**src/rtl/switch_bounce_emulator_if.sv**
```systemverilog
// rtl/switch_bounce_emulator_if.sv - switch-side signal bundle between stimulus driver and bounce emulator
interface switch_bounce_emulator_if;
  logic en_i;
  logic clean_i;
  logic tick_i;
  logic sw_o;
  logic busy_o;
  logic done_o;

  modport master (output en_i, clean_i, tick_i, input sw_o, busy_o, done_o);
  modport slave  (input en_i, clean_i, tick_i, output sw_o, busy_o, done_o);
endinterface

```
**src/rtl/switch_bounce_emulator.sv**
```systemverilog
// rtl/switch_bounce_emulator.sv - bouncy switch waveform generator from a clean level (optional SWB_SEED_PORT_EN adds runtime LFSR seeding)
module switch_bounce_emulator #(
  parameter logic [15:0] SEED   = 16'hACE1,
  parameter int          BNC_W  = 3,
  parameter int          HOLD_W = 3
) (
  input  logic                     clk_i,
  input  logic                     rst_ni,
`ifdef SWB_SEED_PORT_EN
  input  logic [15:0]              seed_i,
  input  logic                     seed_load_i,
`endif
  switch_bounce_emulator_if.slave  sw_if
);

  localparam int CW = BNC_W + 1;
  localparam int HW = HOLD_W + 1;
  localparam logic [15:0] SEED_NZ = (SEED == 16'h0000) ? 16'h0001 : SEED;

  localparam logic [1:0] ST_IDLE    = 2'd0;
  localparam logic [1:0] ST_CONTACT = 2'd1;
  localparam logic [1:0] ST_GLITCH  = 2'd2;

  logic [15:0]   lfsr_q;
  logic          lfsr_fb;
  logic [1:0]    state_q, state_d;
  logic          tgt_q, tgt_d;
  logic          sw_q, sw_d;
  logic          done_q, done_d;
  logic [CW-1:0] cnt_q, cnt_d;
  logic [HW-1:0] hold_q, hold_d;
  logic [CW-1:0] n_val;
  logic [HW-1:0] h_val;

  // Taps for x^16+x^14+x^13+x^11+1, shifted left with feedback into bit 0
  assign lfsr_fb = lfsr_q[15] ^ lfsr_q[13] ^ lfsr_q[12] ^ lfsr_q[10];

  // Bounce count and phase hold are both biased by one so neither can be zero
  assign n_val = {1'b0, lfsr_q[BNC_W-1:0]} + CW'(1);
  assign h_val = {1'b0, lfsr_q[HOLD_W+7:8]} + HW'(1);

  // Free-running LFSR, frozen while bypassed; a seed load overrides the shift
  always_ff @(posedge clk_i or negedge rst_ni) begin
    if (!rst_ni) begin
      lfsr_q <= SEED_NZ;
    end
`ifdef SWB_SEED_PORT_EN
    else if (seed_load_i) begin
      lfsr_q <= (seed_i == 16'h0000) ? 16'h0001 : seed_i;
    end
`endif
    else if (sw_if.en_i) begin
      lfsr_q <= {lfsr_q[14:0], lfsr_fb};
    end
  end

  // Next-state logic: bypass beats restart, restart beats hold expiry
  always_comb begin
    state_d = state_q;
    tgt_d   = tgt_q;
    sw_d    = sw_q;
    cnt_d   = cnt_q;
    hold_d  = hold_q;
    done_d  = 1'b0;
    if (!sw_if.en_i) begin
      state_d = ST_IDLE;
      sw_d    = sw_if.clean_i;
      tgt_d   = sw_if.clean_i;
    end else if (sw_if.clean_i != tgt_q) begin
      tgt_d   = sw_if.clean_i;
      sw_d    = sw_if.clean_i;
      cnt_d   = n_val;
      hold_d  = h_val;
      state_d = ST_CONTACT;
    end else if (sw_if.tick_i) begin
      case (state_q)
        ST_CONTACT: begin
          if (hold_q == HW'(1)) begin
            if (cnt_q != '0) begin
              sw_d    = ~tgt_q;
              hold_d  = h_val;
              state_d = ST_GLITCH;
            end else begin
              state_d = ST_IDLE;
              done_d  = 1'b1;
            end
          end else begin
            hold_d = hold_q - HW'(1);
          end
        end
        ST_GLITCH: begin
          if (hold_q == HW'(1)) begin
            sw_d    = tgt_q;
            cnt_d   = cnt_q - CW'(1);
            hold_d  = h_val;
            state_d = ST_CONTACT;
          end else begin
            hold_d = hold_q - HW'(1);
          end
        end
        default: ;
      endcase
    end
  end

  // State and output registers
  always_ff @(posedge clk_i or negedge rst_ni) begin
    if (!rst_ni) begin
      state_q <= ST_IDLE;
      tgt_q   <= 1'b0;
      sw_q    <= 1'b0;
      done_q  <= 1'b0;
      cnt_q   <= '0;
      hold_q  <= '0;
    end else begin
      state_q <= state_d;
      tgt_q   <= tgt_d;
      sw_q    <= sw_d;
      done_q  <= done_d;
      cnt_q   <= cnt_d;
      hold_q  <= hold_d;
    end
  end

  assign sw_if.sw_o   = sw_q;
  assign sw_if.busy_o = (state_q != ST_IDLE);
  assign sw_if.done_o = done_q;

endmodule
```
**src/flat_wrapper.sv**
```systemverilog
// flat-port wrapper written by rule: the top's interface ports become plain ports
module switch_bounce_emulator_flat 
#(
  parameter logic [15:0] SEED   = 16'hACE1,
  parameter int          BNC_W  = 3,
  parameter int          HOLD_W = 3
)
  (clk_i, rst_ni, sw_if_en_i, sw_if_clean_i, sw_if_tick_i, sw_if_sw_o, sw_if_busy_o, sw_if_done_o);
  switch_bounce_emulator_if sw_if_i ();
  input  logic clk_i;
  input  logic rst_ni;
  input wire logic [$bits(sw_if_i.en_i)-1:0] sw_if_en_i;
  input wire logic [$bits(sw_if_i.clean_i)-1:0] sw_if_clean_i;
  input wire logic [$bits(sw_if_i.tick_i)-1:0] sw_if_tick_i;
  output wire logic [$bits(sw_if_i.sw_o)-1:0] sw_if_sw_o;
  output wire logic [$bits(sw_if_i.busy_o)-1:0] sw_if_busy_o;
  output wire logic [$bits(sw_if_i.done_o)-1:0] sw_if_done_o;
  assign sw_if_i.en_i = sw_if_en_i;
  assign sw_if_i.clean_i = sw_if_clean_i;
  assign sw_if_i.tick_i = sw_if_tick_i;
  assign sw_if_sw_o = sw_if_i.sw_o;
  assign sw_if_busy_o = sw_if_i.busy_o;
  assign sw_if_done_o = sw_if_i.done_o;
  switch_bounce_emulator #(.SEED(SEED), .BNC_W(BNC_W), .HOLD_W(HOLD_W)) u_core (.clk_i(clk_i), .rst_ni(rst_ni), .sw_if(sw_if_i));
endmodule
```
**config.mk**
```make
export PLATFORM = sky130hd
export DESIGN_NAME = switch_bounce_emulator_flat
export DESIGN_NICKNAME = d
export VERILOG_FILES = /design/src/rtl/switch_bounce_emulator_if.sv /design/src/rtl/switch_bounce_emulator.sv /design/src/flat_wrapper.sv
export SDC_FILE = /design/constraint.sdc
export NUM_CORES = 1
export LEC_CHECK = 0
export BUFFER_PORTS_ARGS = -buffer_cell sky130_fd_sc_hd__buf_4
export CORE_ASPECT_RATIO = 1.2
export CORE_MARGIN = 10
export CORE_UTILIZATION = 60
export CTS_CLUSTER_SIZE = 25
export DETAILED_ROUTE_END_ITERATION = 16
export GPL_TIMING_DRIVEN = 1
export PLACE_DENSITY = 0.78
export SETUP_SLACK_MARGIN = 0.15
export SKIP_LAST_GASP = 1
export SLEW_MARGIN = 20
export SYNTH_ARGS = -nofsm -noshare
export SYNTH_HDL_FRONTEND = slang
export SYNTH_SLANG_ARGS = --single-unit
```
**constraint.sdc**
```tcl
create_clock -name clk_i -period 4.45 [get_ports clk_i]
set_clock_uncertainty 0.05 [all_clocks]
set_input_delay 0.2225 -clock clk_i [delete_from_list [all_inputs] [get_ports clk_i]]
set_output_delay 0.2225 -clock clk_i [all_outputs]
set_load 0.01 [all_outputs]
```
==> results of run 1 <==
[stage by stage]
step                cell area [sq um]  hold slack, ns  util (%)
global route                     1740          0.0947      68.8
detailed placement               1640           0.110      65.0
floorplan                        1580          -0.123         -
finish                           1740           0.108      68.8
global placement                 1640           0.106      65.0
CTS                              1740          0.0900      68.8
[cells by family after synthesis]
| family | after synthesis | share of synthesized area [%] |
|---|---|---|
| xor+xnor | 7 | 4.36 |
| mux | 18 | 12.8 |
| flops | 29 | 46.6 |
| fa+ha+maj | 9 | 7.13 |
| simple gates | 25 | 8.80 |
| buf+inv | 15 | 4.04 |
| compound gates | 37 | 16.3 |
[worst min path at each step]
stage / start / end / slack [ns] / cells after the start
detailed placement: rst_ni / u_core.cnt_q[0] / 0.11 / 1
CTS: sw_if_tick_i / u_core.sw_if.done_o / 0.09 / 3
global route: sw_if_tick_i / u_core.sw_if.done_o / 0.09 / 3
floorplan: rst_ni / u_core.cnt_q[0] / -0.12 / 0
finish: sw_if_tick_i / u_core.sw_if.done_o / 0.11 / 3
global placement: rst_ni / u_core.cnt_q[1] / 0.11 / 1
[metal layers]
metal	wire (microns)	global-route usage (%)	share of wire [%]
met3	148	5.00	5.3
met2	1390	19.3	50
met1	1190	13.9	43
met5	0	0	0
met4	61	6.51	2.2
[what timing repair did]
item | CTS | global route
setup buffers | 0 | 0
endpoints found under the hold margin | 22 | 0
hold buffers | 2 | 0
[worst reg2reg max path: cells and delay by family (launching register included)]
family / cells / cell delay (ns)
DFF: 1 / 0.41
AOI/OAI and AO/OA: 2 / 0.59
buffers and inverters: 1 / 0.11
muxes: 1 / 0.23
and+or+nand+nor: 1 / 0.60
adders and majority gates: 1 / 0.16
[final cells by class]
type | instances | area [sq um] | share of cell area (%)
clock buffers | 6 | 41.3 | 2.37
well taps | 33 | 41.3 | 2.37
clock inverters | 2 | 35.0 | 2.01
multi-input cells | 96 | 779 | 44.8
inverters | 9 | 33.8 | 1.94
repair buffers | 9 | 72.6 | 4.17
flip-flops and latches | 29 | 736 | 42.3
[registers in the layout, summed over array words and instances (netlist names)]
signal,count
u_core.cnt_q,4
u_core.hold_q,4
u_core.lfsr_q,16
u_core.state_q,2
u_core.sw_if.done_o,1
u_core.sw_if.sw_o,1
u_core.tgt_q,1
[layout by cell type, fill, tap and decap left out, types with 2 or more instances in the layout]
cell type,n
nor2_1,6
o21ai_0,12
dlygate4sd3_1,2
nor3_1,4
a31oi_1,3
a21oi_1,5
inv_1,9
o31ai_1,4
nand2_1,7
ha_1,9
clkbuf_4,5
dfrtp_1,21
dfstp_2,8
mux2_2,17
xnor2_1,5
buf_4,7
o22a_1,2
[power groups by stage]
stage	sequential [mW]	combinational, mW	clock [mW]
2_1_floorplan	0.482	0.321	0
3_3_place_gp	0.503	0.367	0
3_5_place_dp	0.514	0.382	0
4_1_cts	0.508	0.387	0.219
5_1_grt	0.530	0.433	0.230
6_report	0.508	0.382	0.211
==> results.md, run 1 <==
* RR Startpoint: u_core.hold_q[1]
* Path depth of the worst reg2reg path at 6
* CP Launch Type: flop
* Post_cts resized at 0
* Port-buffer cells at 7
* DP Worst Slack at between 2 and 2.5 ns
* Share of cells above drive strength 1 at between 20 and 30%
* Dpl cells at around 170
* Slew Limit Fails at 0
* Die height at 76.2 microns
* Dominant synthesized flop cell: dfrtp_1
* Status: completed
* First-pass GRT wire length at about 5.0 mm
* Initial DRC count at 63
* Worst EP required at 4.65 ns
* CP Launch Point: u_core.hold_q[1]
* Clk pwr share at a little under a fifth
* Number of synthesized flops with an enable pin at 0
* Crit end category: flop
* CTS tree: built
* Clk pin slew, worst setup/hold paths at ~0.09 ns
* Worst Hold Class: in -> reg
* CP Depth at 6
* Worst EP arrival at about 2.4 ns
* Synth async-reset ratio at 100%
* Switching share of power at between 30% and 40%
* Share of the synthesized area in the top cell type at between 30 and 40%
* Area contributors post-synth: dfrtp_1 33%, dfstp_2 13%, mux2_2 12%, ha_1 7.1%, o21ai_0 3.8%
* Crit-path leading delay family: simple AND/OR/NAND/NOR gates
* Die W at approximately 67 microns
* PwrDens at roughly 630 nW/um^2
* DR DRC count at 0
* Fin nets at ~160
* Via count at roughly 1,100
* Cell area after synthesis at about 1600 sq um
* Leak pwr at around 0.74 nW
* Power Total at 1.10 mW
* Seq cells post-synth at 29
* Vias per std cell at ~6.0
* Yosys cell types at 40
* Final HPWL from detailed placement at ~2 mm
* Slowest CP cell: nor3b_2
* Fillers at around 200
* Comb pwr share at 34.7%
* Final antenna-violating net count at 0
* Average wire per standard cell at 15.2 microns
* Post-Route WL at ~2.8 mm
* RSZ-0062 raised after global routing: no
* Relative slew slack at roughly 52%
* Final Wtd Congestion at between 0.8 and 0.9
* Grt ovf at 0
* Largest net degree at the start of global routing at 30
* Crit path to: u_core.hold_q[1]
* Clk buf depth at 2
* FF-to-FF setup slack at between 2 and 2.5 ns
* Post-Layout Cell Count at 184
* Psw at around 0.37 mW
* # diodes at 0
* Top-count cell post-synth: dfrtp_1
* Router iterations before antenna repair at 5
* Maximum vdd drop at 0.439 mV
* Avg Cell Area, Syn at approximately 11 sq um
* Sequential fraction of the synthesis area at between 40 and 50%
* Synthesized net count at 154
* Fin crit share at around half
* Core box area at around 2500 sq um
* Synthesized instance count at 140
* H-tree Lvls at 2
* Initial Util at a little over three fifths
* Max capacitance violation total at 0
* Fin crit period at roughly 2.2 ns
* Bufs and invs on worst path at 1
* Setup CP Type: reg -> reg
* Area delta synth->final at 10.1%
* Vias in the first global route at 1,124
* Total GRT Usage at between 10 and 15%
* CTS Buf Count at 5
* Clock sink count at 29
* Final setup viols at 0
* Final worst slack at around 2.2 ns
* Slew @ Worst Pin at 0.713 ns
* Reg-to-Reg End: u_core.hold_q[1]
* Initial antenna violation count at 0
* Cell Chain, Critical Path: inv_1 -> ha_1 -> nor3b_2 -> a41oi_2 -> o21ai_0 -> mux2i_1
* Seq pwr share at between 40% and 50%
* Io pins at 8
* Max frequency at 0.452 GHz
* Die footprint at 5090 sq um
* Area leader, netlist: dfrtp_1
* Most frequent cells after synthesis: 21 x dfrtp_1, 17 x mux2_2, 12 x o21ai_0
* Pint at just over 0.7 mW
* Max Fanout on Critical Path at 11
* Site Rows at 20
* Final Hold Viols at 0
* Worst skew pair latency at about 0.35 ns
* Root Buffer Master: clkbuf_4
* Post-route setup TNS at 0 ns
* Crit-path max cell delay at about 0.6 ns
* Syn. warnings at 0
Note: power is estimated with default switching activity, not from simulation.
==> run 2, diff against run 1 <==
--- a/config.mk
+++ b/config.mk
@@ -8,11 +8,11 @@
 export BUFFER_PORTS_ARGS = -buffer_cell sky130_fd_sc_hd__buf_4
 export CORE_ASPECT_RATIO = 1.2
 export CORE_MARGIN = 10
-export CORE_UTILIZATION = 60
+export CORE_UTILIZATION = 54
 export CTS_CLUSTER_SIZE = 25
 export DETAILED_ROUTE_END_ITERATION = 16
 export GPL_TIMING_DRIVEN = 1
-export PLACE_DENSITY = 0.78
+export PLACE_DENSITY = 0.74
 export SETUP_SLACK_MARGIN = 0.15
 export SKIP_LAST_GASP = 1
 export SLEW_MARGIN = 20
==> constraint.sdc (replaced) <==
create_clock -name clk_i -period 1.95 [get_ports clk_i]
set_clock_uncertainty 0.05 [all_clocks]
set_input_delay 0.0975 -clock clk_i [delete_from_list [all_inputs] [get_ports clk_i]]
set_output_delay 0.0975 -clock clk_i [all_outputs]
set_load 0.01 [all_outputs]
==> run 2 against run 1 <==
Compared with the run above: critical path type unchanged; global-route usage is 0.78 points lower; total power rose by 130%; cell count grew 2.7%; register-to-register slack got worse by 2.1 ns; core utilization down 4.4 points; via count rose by 2.9%; sequential share of layout area fell by 1.7 points; clock power grew 77%; sequential power is 130% higher; hold slack better by 0.0043 ns.
==> results.md, run 2 (synthesis gave the netlist of run 1 again) <==
* Setup CP Type: reg -> reg
* Site Rows at 21 (+5.0%)
* Largest net degree at the start of global routing at 30 (unchanged)
* Slew Limit Fails at 0 (unchanged)
* Root Buffer Master: clkbuf_4
* # diodes at 0 (unchanged)
* Hold Crit Depth at 3 (unchanged)
* Max capacitance violation total at 0 (unchanged)
* Crit end category: flop
* Max FFs per register at 16 (unchanged)
* Post-Layout Cell Count at 189 (+2.7%)
* Initial DRC count at 122 (+94%)
* Layout Utilization at 64.4% (-4.4 points)
* Final setup viols at 0 (unchanged)
* Max Fanout on Critical Path at 5 (-6)
* Fin crit share at 91.3% (+42 points)
* Clk pin slew, worst setup/hold paths at 0.10 ns (about the same)
* Largest Register: u_core.lfsr_q
* First-pass GRT wire length at 5.27 mm (+5.2%)
* Fin nets at 168 (+2.4%)
* DP Worst Slack at 0.0528 ns (-2.21 ns)
* Worst Hold Class: in -> reg
* Maximum vdd drop at 0.899 mV (+100%)
* Initial antenna violation count at 0 (unchanged)
* Reg-to-Reg End: u_core.cnt_q[1]
* Worst skew pair latency at 0.32 ns (-0.03 ns)
* Vias in the first global route at 1,138 (+1.2%)
* Relative slew slack at 75.1% (+23 points)
* PwrDens at 1390 nW/um^2 (+120%)
* Status: completed
* Via count at 1,130 (+2.9%)
* Slew @ Worst Pin at 0.374 ns (-0.340 ns)
* Commonest cells after routing, fill and taps aside: 21 x dfrtp_1, 17 x mux2_2, 11 x o21ai_0
* CP Launch Point: u_core.hold_q[0]
* CTS Buf Count at 5 (unchanged)
* Share of cells above drive strength 1 at 36.1% (+6.3 points)
* Post-Route WL at 3.06 mm (+9.6%)
* Top flop regs: u_core.lfsr_q (16), u_core.cnt_q (4), u_core.hold_q (4)
* Worst EP required at 2.12 ns (-2.53 ns)
* Fillers at 212 (+4.4%)
* CP Launch Type: flop
* Total GRT Usage at 11.6% (-0.78 points)
* Initial Util at 56.2% (-6.3 points)
* Final Wtd Congestion at 0.838 (+2.2%)
* Router iterations before antenna repair at 4 (-1)
* Clock sink count at 29 (unchanged)
* RR Startpoint: u_core.hold_q[0]
* Final HPWL from detailed placement at 2.13 mm (+7.0%)
* Vias per std cell at 5.98 (+0.19%)
* Clk buf depth at 2 (unchanged)
* H-tree Lvls at 2 (unchanged)
* Core box area at 2810 sq um (+11%)
* Fin crit period at 1.78 ns (-0.431 ns)
* Final antenna-violating net count at 0 (unchanged)
* RSZ-0062 raised after global routing: yes
* Most common cell after layout, fill and taps aside: dfrtp_1
* WHS at 0.112 ns (+0.00429 ns)
* Crit path to: u_core.cnt_q[1]
* Leak pwr at 0.753 nW (+2.0%)
* Io pins at 8 (unchanged)
* Grt ovf at 0 (unchanged)
* Average wire per standard cell at 16.2 microns (+6.7%)
* DR DRC count at 0 (unchanged)
* Die W at 69.4 microns (+3.8%)
* Post-route setup TNS at 0 ns (unchanged)
* Dpl cells at 178 (+2.3%)
* Path depth of the worst reg2reg path at 5 (-1)
* Final worst slack at 0.170 ns (-2.07 ns)
* CTS tree: built
* FF-to-FF setup slack at 0.17 ns (-2.07 ns)
* Final Hold Viols at 0 (unchanged)
* Die height at 79.2 microns (+4.0%)
* Area delta synth->final at 14.7%
* Worst EP arrival at 1.95 ns (-0.46 ns)
* Port-buffer cells at 7 (unchanged)
* Die footprint at 5500 sq um (+7.9%)
* Max frequency at 0.562 GHz (+24%)
[run 2: power breakdown]
group          leakage [nW]  switching, mW  internal, mW
clock                0.0326          0.195         0.178
sequential            0.336          0.247         0.923
combinational         0.384          0.445         0.523
[run 2: worst max-delay path, stage by stage, from the launching register on]
cell      delay, ns
dfrtp_1        0.44
ha_4           0.18
nor3b_4        0.17
a31oi_2        0.29
nand2b_4       0.22
mux2_2         0.33
[run 2: area by class of cell]
class                   count  area (sq um)  share of cell area, %
clock buffers               8          58.8                   3.25
repair buffers             13           109                   6.01
inverters                   9          33.8                   1.86
flip-flops and latches     29           736                   40.6
well taps                  34          42.5                   2.35
multi-input cells          96           832                   45.9
[run 2: worst min path at each step]
| stage | startpoint | endpoint | slack [ns] |
|---|---|---|---|
| 4_1_cts | sw_if_en_i | u_core.lfsr_q[0] | 0.1 |
| 6_report | sw_if_en_i | u_core.lfsr_q[0] | 0.11 |
| 3_5_place_dp | rst_ni | u_core.cnt_q[2] | -0.008 |
| 3_3_place_gp | rst_ni | u_core.cnt_q[1] | -0.02 |
| 5_1_grt | sw_if_en_i | u_core.lfsr_q[0] | 0.14 |
| 2_1_floorplan | rst_ni | u_core.cnt_q[0] | -0.25 |
[run 2: layer usage]
layer	wire length, microns	global-route usage (%)	vias to the layer above
met5	0	0	-
met4	84	5.04	0
met3	131	4.48	10
met2	1530	19.9	29
met1	1320	12.6	553
li1	-	-	538
[run 2: timing repair]
action / CTS / global route
cloned: 0 / 0
hold buffers: 3 / 0
endpoints found under the setup margin: 6 / 9
hold endpoints to repair: 31 / 0
resized for setup: 8 / 7
setup buffers: 0 / 0
pin swaps: 1 / 4
[run 2: per-stage QoR]
step	power (mW)	instance area [sq um]
2_1_floorplan	1.83	1580
3_3_place_gp	2.01	1670
3_5_place_dp	2.07	1670
4_1_cts	2.50	1780
5_1_grt	2.71	1810
6_report	2.51	1810
==> run 3, diff against run 2 <==
--- a/config.mk
+++ b/config.mk
@@ -8,11 +8,12 @@
 export BUFFER_PORTS_ARGS = -buffer_cell sky130_fd_sc_hd__buf_4
 export CORE_ASPECT_RATIO = 1.2
 export CORE_MARGIN = 10
-export CORE_UTILIZATION = 54
+export CORE_UTILIZATION = 55
 export CTS_CLUSTER_SIZE = 25
 export DETAILED_ROUTE_END_ITERATION = 16
 export GPL_TIMING_DRIVEN = 1
-export PLACE_DENSITY = 0.74
+export MAX_ROUTING_LAYER = met4
+export PLACE_DENSITY = 0.73
 export SETUP_SLACK_MARGIN = 0.15
 export SKIP_LAST_GASP = 1
 export SLEW_MARGIN = 20
==> constraint.sdc (replaced) <==
create_clock -name clk_i -period 2 [get_ports clk_i]
set_clock_uncertainty 0.05 [all_clocks]
set_input_delay 0.1 -clock clk_i [delete_from_list [all_inputs] [get_ports clk_i]]
set_output_delay 0.1 -clock clk_i [all_outputs]
set_load 0.01 [all_outputs]
==> run 3 against run 2 <==
Compared with the run above: total power grew 4.7%; die area shrank 1.3%; clock power grew 34%; highest routed layer unchanged; combinational power grew 2%; non-clock buffer count grew 3; critical path type unchanged; final area grew 1.7%; worst setup slack gained 0.034 ns; largest cell class unchanged; global-route usage grew 1.1 points; hold slack gained 0.011 ns; core utilization grew 1.7 points; first-iteration DRC count shrank 8.2%.
==> results.md, run 3 (synthesis gave the netlist of run 1 again) <==
* CP Launch Type: flop
* Commonest cells after routing, fill and taps aside: 21 x dfrtp_1, 17 x mux2_2, 12 x buf_4
* Worst EP arrival at 1.97 ns (+0.02 ns)
* Relative slew slack at 75.6% (+0.56 points)
* Router iterations before antenna repair at 4 (unchanged)
* Area delta synth->final at 16.7%
* Vias in the first global route at 1,108 (-2.6%)
* Total GRT Usage at 12.8% (+1.1 points)
* Average wire per standard cell at 16.2 microns (-0.12%)
* Status: completed
* Maximum vdd drop at 0.926 mV (+3.0%)
* Max FFs per register at 16 (unchanged)
* Io pins at 8 (unchanged)
* Initial DRC count at 112 (-8.2%)
* CTS Buf Count at 5 (unchanged)
* Post-route setup TNS at 0 ns (unchanged)
* Setup CP Type: reg -> reg
* Slew @ Worst Pin at 0.365 ns (-0.00846 ns)
* Final antenna-violating net count at 0 (unchanged)
* Worst EP required at 2.18 ns (+0.06 ns)
* Post-Route WL at 3.11 mm (+1.5%)
* Final setup viols at 0 (unchanged)
* Hold Crit Depth at 3 (unchanged)
* Crit end category: flop
* Top flop regs: u_core.lfsr_q (16), u_core.cnt_q (4), u_core.hold_q (4)
* Slew Limit Fails at 0 (unchanged)
* Final Wtd Congestion at 0.870 (+3.7%)
* DR DRC count at 0 (unchanged)
* Worst skew pair latency at 0.33 ns (about the same)
* Grt ovf at 0 (unchanged)
* Leak pwr at 0.774 nW (+2.9%)
* First-pass GRT wire length at 5.16 mm (-2.1%)
* Via count at 1,148 (+1.6%)
* # diodes at 0 (unchanged)
* Max frequency at 0.557 GHz (-0.89%)
* Final HPWL from detailed placement at 2.09 mm (-2.1%)
* Max Fanout on Critical Path at 6 (+1)
* Largest Register: u_core.lfsr_q
* Root Buffer Master: clkbuf_4
* Die footprint at 5420 sq um (-1.3%)
* Most common cell after layout, fill and taps aside: dfrtp_1
* Clk pin slew, worst setup/hold paths at 0.10 ns (about the same)
* Die W at 68.9 microns (-0.66%)
* RSZ-0062 raised after global routing: yes
* Clk buf depth at 2 (unchanged)
* H-tree Lvls at 2 (unchanged)
* Port-buffer cells at 7 (unchanged)
* Fin crit share at 89.8% (-1.5 points)
* Final worst slack at 0.204 ns (+0.0340 ns)
* DP Worst Slack at 0.0459 ns (-0.00690 ns)
* Worst Hold Class: in -> reg
* Final Hold Viols at 0 (unchanged)
* Die height at 78.7 microns (-0.68%)
* Vias per std cell at 5.98 (about the same)
* Initial Util at 56.7% (+0.53 points)
* Fin crit period at 1.80 ns (+0.0160 ns)
* Path depth of the worst reg2reg path at 6 (+1)
* PwrDens at 1430 nW/um^2 (+2.9%)
* Fin nets at 171 (+1.8%)
* CTS tree: built
* Initial antenna violation count at 0 (unchanged)
* Largest net degree at the start of global routing at 30 (unchanged)
* Site Rows at 21 (unchanged)
* Core box area at 2790 sq um (-0.93%)
* Share of cells above drive strength 1 at 36.1% (-0.053 points)
* Clock sink count at 29 (unchanged)
* Max capacitance violation total at 0 (unchanged)
## run 3: final timing paths
path	from	endpoint	slack, ns
min reg2reg	u_core.lfsr_q[4]	u_core.lfsr_q[4]	0.46
max in group asynchronous	rst_ni	u_core.lfsr_q[10]	1.40
min in group asynchronous	rst_ni	u_core.hold_q[2]	0.16
min	sw_if_en_i	u_core.lfsr_q[0]	0.12
max	u_core.state_q[0]	u_core.sw_if.sw_o	0.20
max reg2reg	u_core.state_q[0]	u_core.sw_if.sw_o	0.20
## run 3: layer usage
layer,wire (microns),global-route usage [%],share of wire (%),up-vias
met5,0,-,0,-
met4,70,6.72,2.3,0
met3,198,4.49,6.4,9
met2,1570,19.7,50,38
met1,1270,13.9,41,563
li1,-,-,-,538
## run 3: final cells by class
cell class	instances	area, sq um
Clock inverter	1	30.0
Sequential cell	29	736
Inverter	9	33.8
Multi-Input combinational cell	96	815
Timing Repair Buffer	16	131
Fill cell	216	942
Tap cell	34	42.5
Clock buffer	7	55.1
## run 3: per-stage QoR
| stage | total power, mW | std cells | hold WS, ns | util, % | instance area [sq um] |
|---|---|---|---|---|---|
| floorplan | 1.79 | 140 | -0.246 | - | 1580 |
| global placement | 1.97 | 178 | -0.0114 | 59.8 | 1670 |
| detailed placement | 2.02 | 178 | -0.00535 | 59.8 | 1670 |
| CTS | 2.56 | 189 | 0.101 | 64.2 | 1790 |
| global route | 2.82 | 192 | 0.138 | 66.2 | 1840 |
| finish | 2.63 | 192 | 0.123 | 66.2 | 1840 |
## run 3: power by group
part / internal [mW] / switching [mW]
registers: 0.900 / 0.246
clock network: 0.298 / 0.200
logic: 0.542 / 0.443
## run 3: what timing repair did
action | in CTS | in global routing
cloned | 0 | 0
endpoints found under the hold margin | 31 | 0
hold buffers | 3 | 0
pin swaps | 0 | 3
resized for setup | 2 | 8
endpoints found under the setup margin | 3 | 6
buffers inserted | 0 | 3
## run 3: critical path, stage by stage, from the launching register on
cell and delay [ns]:
dfrtp_1 0.42, inv_1 0.14, ha_2 0.26, nor2_1 0.05, o221a_2 0.26, a21oi_1 0.16, mux2_2 0.34
